===== src/rtl/alu_issue_ctrl.sv =====
// Issue controller that hands one request at a time to a registered ALU and
// returns its result, with the original tag, over a valid/ready response port.
module alu_issue_ctrl (
  input  logic        clk,
  input  logic        rst_n,
  input  logic        req_valid,
  output logic        req_ready,
  input  logic [2:0]  req_op,
  input  logic [31:0] req_a,
  input  logic [31:0] req_b,
  input  logic [3:0]  req_tag,
  output logic [31:0] alu_src1,
  output logic [31:0] alu_src2,
  output logic [3:0]  alu_ctrl,
  input  logic [31:0] alu_result,
  input  logic        alu_zero,
  input  logic        alu_cout,
  input  logic        alu_overflow,
  output logic        rsp_valid,
  input  logic        rsp_ready,
  output logic [31:0] rsp_result,
  output logic        rsp_zero,
  output logic        rsp_cout,
  output logic        rsp_overflow,
  output logic        rsp_err,
  output logic [3:0]  rsp_tag
);

  // Three-bit encoding leaves spare codes; any of them falls back to IDLE.
  typedef enum logic [2:0] {
    IDLE    = 3'd0,
    DRIVE   = 3'd1,
    CAPTURE = 3'd2,
    RESP    = 3'd3
  } state_t;

  state_t      state_reg, state_next;
  logic        ready_en_reg;
  logic [31:0] src1_reg, src2_reg;
  logic [3:0]  ctrl_reg;
  logic        arith_reg;
  logic        accept;

  logic [3:0]  dec_ctrl;
  logic        dec_legal;
  logic        dec_arith;

  always_comb begin
    dec_ctrl  = 4'b0000;
    dec_legal = 1'b1;
    dec_arith = 1'b0;
    case (req_op)
      3'd0: begin dec_ctrl = 4'b0010; dec_arith = 1'b1; end
      3'd1: begin dec_ctrl = 4'b0110; dec_arith = 1'b1; end
      3'd2: dec_ctrl = 4'b0000;
      3'd3: dec_ctrl = 4'b0001;
      3'd4: dec_ctrl = 4'b1100;
      3'd5: dec_ctrl = 4'b1101;
      3'd6: dec_ctrl = 4'b0111;
      default: dec_legal = 1'b0;
    endcase
  end

  assign accept = req_valid & req_ready;

  always_comb begin
    state_next = state_reg;
    req_ready  = 1'b0;
    rsp_valid  = 1'b0;
    alu_ctrl   = 4'b0000;
    case (state_reg)
      IDLE: begin
        req_ready = ready_en_reg;
        if (req_valid && ready_en_reg)
          state_next = dec_legal ? DRIVE : RESP;
      end
      DRIVE: begin
        alu_ctrl   = ctrl_reg;
        state_next = CAPTURE;
      end
      CAPTURE: begin
        alu_ctrl   = ctrl_reg;
        state_next = RESP;
      end
      RESP: begin
        rsp_valid = 1'b1;
        if (rsp_ready)
          state_next = IDLE;
      end
      default: state_next = IDLE;
    endcase
  end

  always_ff @(posedge clk or posedge rst_n) begin
    if (rst_n) begin
      state_reg    <= IDLE;
      ready_en_reg <= 1'b0;
      src1_reg     <= '0;
      src2_reg     <= '0;
      ctrl_reg     <= '0;
      arith_reg    <= 1'b0;
      rsp_result   <= '0;
      rsp_zero     <= 1'b0;
      rsp_cout     <= 1'b0;
      rsp_overflow <= 1'b0;
      rsp_err      <= 1'b0;
      rsp_tag      <= '0;
    end else begin
      state_reg    <= state_next;
      ready_en_reg <= 1'b1;
      if (accept) begin
        rsp_tag <= req_tag;
        if (dec_legal) begin
          src1_reg  <= req_a;
          src2_reg  <= req_b;
          ctrl_reg  <= dec_ctrl;
          arith_reg <= dec_arith;
        end else begin
          // Illegal op answers immediately and leaves the ALU ports alone.
          rsp_result   <= '0;
          rsp_zero     <= 1'b0;
          rsp_cout     <= 1'b0;
          rsp_overflow <= 1'b0;
          rsp_err      <= 1'b1;
        end
      end
      if (state_reg == CAPTURE) begin
        rsp_result   <= alu_result;
        rsp_zero     <= alu_zero;
        rsp_cout     <= arith_reg & alu_cout;
        rsp_overflow <= arith_reg & alu_overflow;
        rsp_err      <= 1'b0;
      end
    end
  end

  assign alu_src1 = src1_reg;
  assign alu_src2 = src2_reg;

endmodule


===== config.mk =====
export PLATFORM = sky130hd
export DESIGN_NAME = alu_issue_ctrl
export DESIGN_NICKNAME = d
export VERILOG_FILES = /design/src/rtl/alu_issue_ctrl.sv
export SDC_FILE = /design/constraint.sdc
export NUM_CORES = 1
export LEC_CHECK = 0
export ABC_AREA = 1
export BUFFER_PORTS_ARGS = -buffer_cell sky130_fd_sc_hd__buf_2
export CORE_AREA = 2 2 101 103
export CTS_BUF_LIST = sky130_fd_sc_hd__clkbuf_4 sky130_fd_sc_hd__clkbuf_8
export DETAILED_ROUTE_END_ITERATION = 16
export DIE_AREA = 0 0 103 105
export PLACE_DENSITY_LB_ADDON = 0.3
export SYNTH_ARGS = -nofsm -noshare
export SYNTH_HDL_FRONTEND = slang
export SYNTH_SLANG_ARGS = --single-unit

===== constraint.sdc =====
create_clock -name clk -period 4.4 [get_ports clk]
set_input_delay 1.1 -clock clk [delete_from_list [all_inputs] [get_ports clk]]
set_output_delay 1.1 -clock clk [all_outputs]
set_load 0.01 [all_outputs]

==> impl_metrics.tcl <==
set metrics [dict create \
    vias 3982 \
    worst_slew_pin_slew_ps 1081 \
    cts_inserted_buffers 9 \
    grt_max_degree 62 \
    synth-simple-area-share 0.3038 \
    drtIter0Drc 170 \
    firstDrtPassIters 4 \
    p_per_area_nw_per_um2 695.2 \
    setup_violations 0 \
    clk_latency_ps 360 \
    synthAdderAreaFrac 0.008463 \
    final_max_slew_viol_count 0 \
    highest_layer "met4" \
    routed-wl-met3_um 1093 \
    placed_area_um2 5603 \
    finalCritPeriodShare 0.5848 \
    ys_seq_area_frac 0.6319 \
    final_common_cell "nand2_1" \
    fin_nets 841 \
    gp_congestion 0.7899 \
    dp_cells 850 \
    grt_util_all_layers 0.2052 \
    wl_per_cell_um 12.79 \
    dr_wl_met2_um 5204 \
    initial_core_util 0.4602 \
    max-cap-violations 0 \
    postCtsSetupRepairBufs 0 \
    cp-start-kind "flip-flop" \
    critPathCaptureType "output port" \
    ios 220 \
    first_global_vias 3858 \
    ys_types 18 \
    synthCells 514 \
    grt_pass1_wl_um 17660 \
    ctsHoldBuffers 0 \
    finalSetupTns_ps 0 \
    synth_top_area_frac 0.6319 \
    synth-xor-area-share 0 \
    ant_nets 0 \
    relSlewSlack 0.2774 \
    h-tree-depth 3 \
    period_needed_ps 2573 \
    die-area_um2 10820 \
    num_rows 36 \
    cp_data_required_time_ps 3300 \
    worstPathMaxFanout 5 \
    hold_path_class "flip-flop to flip-flop" \
    grt_overflow 0 \
    postLayoutCellArea_um2 5809 \
    io_buffers 219 \
    skew_ps 11.72 \
    rsz0062_at_grt "no" \
    core_um2 9639 \
    clk_pin_slew_worst_paths_ps 100 \
    clock_sinks 112 \
    stdcell_count 866 \
    antenna_found_initial 0 \
    arrival_ps 1470 \
    peakVddDrop_uv 328.5 \
    synth_compound_area_frac 0.006770 \
    cts_max_path_buffers 2 \
    synth-seq-cells 112 \
    diodes 0 \
    fmax_mhz 388.6 \
    drive_gt1_frac 0.3356 \
    synth_top_cell_by_area "dfrtp_1" \
    post-dp-hpwl_um 8105 \
    hold_slack_ps 475.5 \
    routed_via_density 4.598 \
    netlist_area_um2 4436 \
    cts_root_buf "clkbuf_8" \
    synth_top_family_by_area "simple AND/OR/NAND/NOR gates" \
    wl_met1_um 4552 \
    cts_tree "yes" \
    area_growth_pct 30.97 \
    outcome "completed" \
    synthMuxAreaShare 0 \
    drcViolationCount 0 \
    p_leak_nw 3.513 \
    die_x_um 103 \
    final_cell_mix "339 x nand2_1, 219 x buf_2, 112 x dfrtp_1" \
    synth.net_count 627 \
    syn_area_per_cell_um2 8.629 \
    hold_viol 0 \
    synth.area.top_cells "dfrtp_1 63%, nand2_1 29%, buf_6 1.8%" \
    post_cts_resized 0 \
    routed_wl_um 11070 \
    yosys_warnings 0 \
    crit_type "flip-flop to output port" \
    fp.dieH_um 105 \
]
==> per-layer routing <==
layer  vias to the layer above  global-route usage
li1                       1963                   -
met4                         0             0.07801
met1                      1835              0.2525
met5                         -                   0
met2                       165              0.3330
met3                        19             0.06622
==> layout make-up <==
class                   count  area, um2
clock buffers              12      152.6
clock inverters             4      53.80
multi-input cells         362       1426
well taps                 133      166.4
repair buffers            224       1134
flip-flops and latches    112       2803
inverters                  19      73.82
fillers                   894       3830
==> worst paths after layout <==
| kind | end | start | depth (start not counted) | slack (ps) |
|---|---|---|---|---|
| max in group asynchronous | rsp_result[6] | rst_n | 3 | 2650 |
| setup reg to reg | alu_src1[11] | state_reg[0] | 7 | 2000 |
| hold reg to reg | rsp_result[25] | rsp_result[25] | 2 | 480 |
| setup / recovery | alu_ctrl[2] | state_reg[0] | 5 | 1830 |
| min in group asynchronous | alu_src1[30] | rst_n | 2 | 860 |
| hold / removal | rsp_result[25] | rsp_result[25] | 2 | 480 |
==> per-stage QoR <==
stage                 util  setup WS (ps)  power [mW]
floorplan                -          341.0       2.719
global placement    0.5813           1718       3.388
detailed placement  0.5813           1633       3.456
CTS                 0.6027           1813       4.090
global route        0.6027           1705       4.391
finish              0.6027           1827       4.039
==> critical path: stages, from the launching register on <==
cell and delay, ps:
dfrtp_1 400, inv_1 90, ha_1 360, nand2_1 90, inv_1 40, buf_2 130
==> synthesized netlist by cell type <==
cell,number
a21oi_1,2
nand2_1,339
clkbuf_1,7
buf_4,1
o21ai_0,4
nand2_2,1
buf_2,6
conb_1,1
inv_2,1
nor2_1,3
ha_1,3
nor2_4,1
inv_1,18
nand4_1,1
buf_6,7
dfrtp_1,112
nand3_1,6
nand3_2,1
==> where the power goes <==
part	total [mW]	internal (mW)	switching [mW]
clock network	0.625	0.293	0.332
registers	1.77	1.51	0.259
logic	1.64	0.652	0.988
==> logic make-up after synthesis <==
family                     Yosys count
AOI/OAI and AO/OA                    6
adders and majority gates            3
other                                1
buffers and inverters               40
DFF                                112
and+or+nand+nor                    352
(Power assumes the default switching activity.)
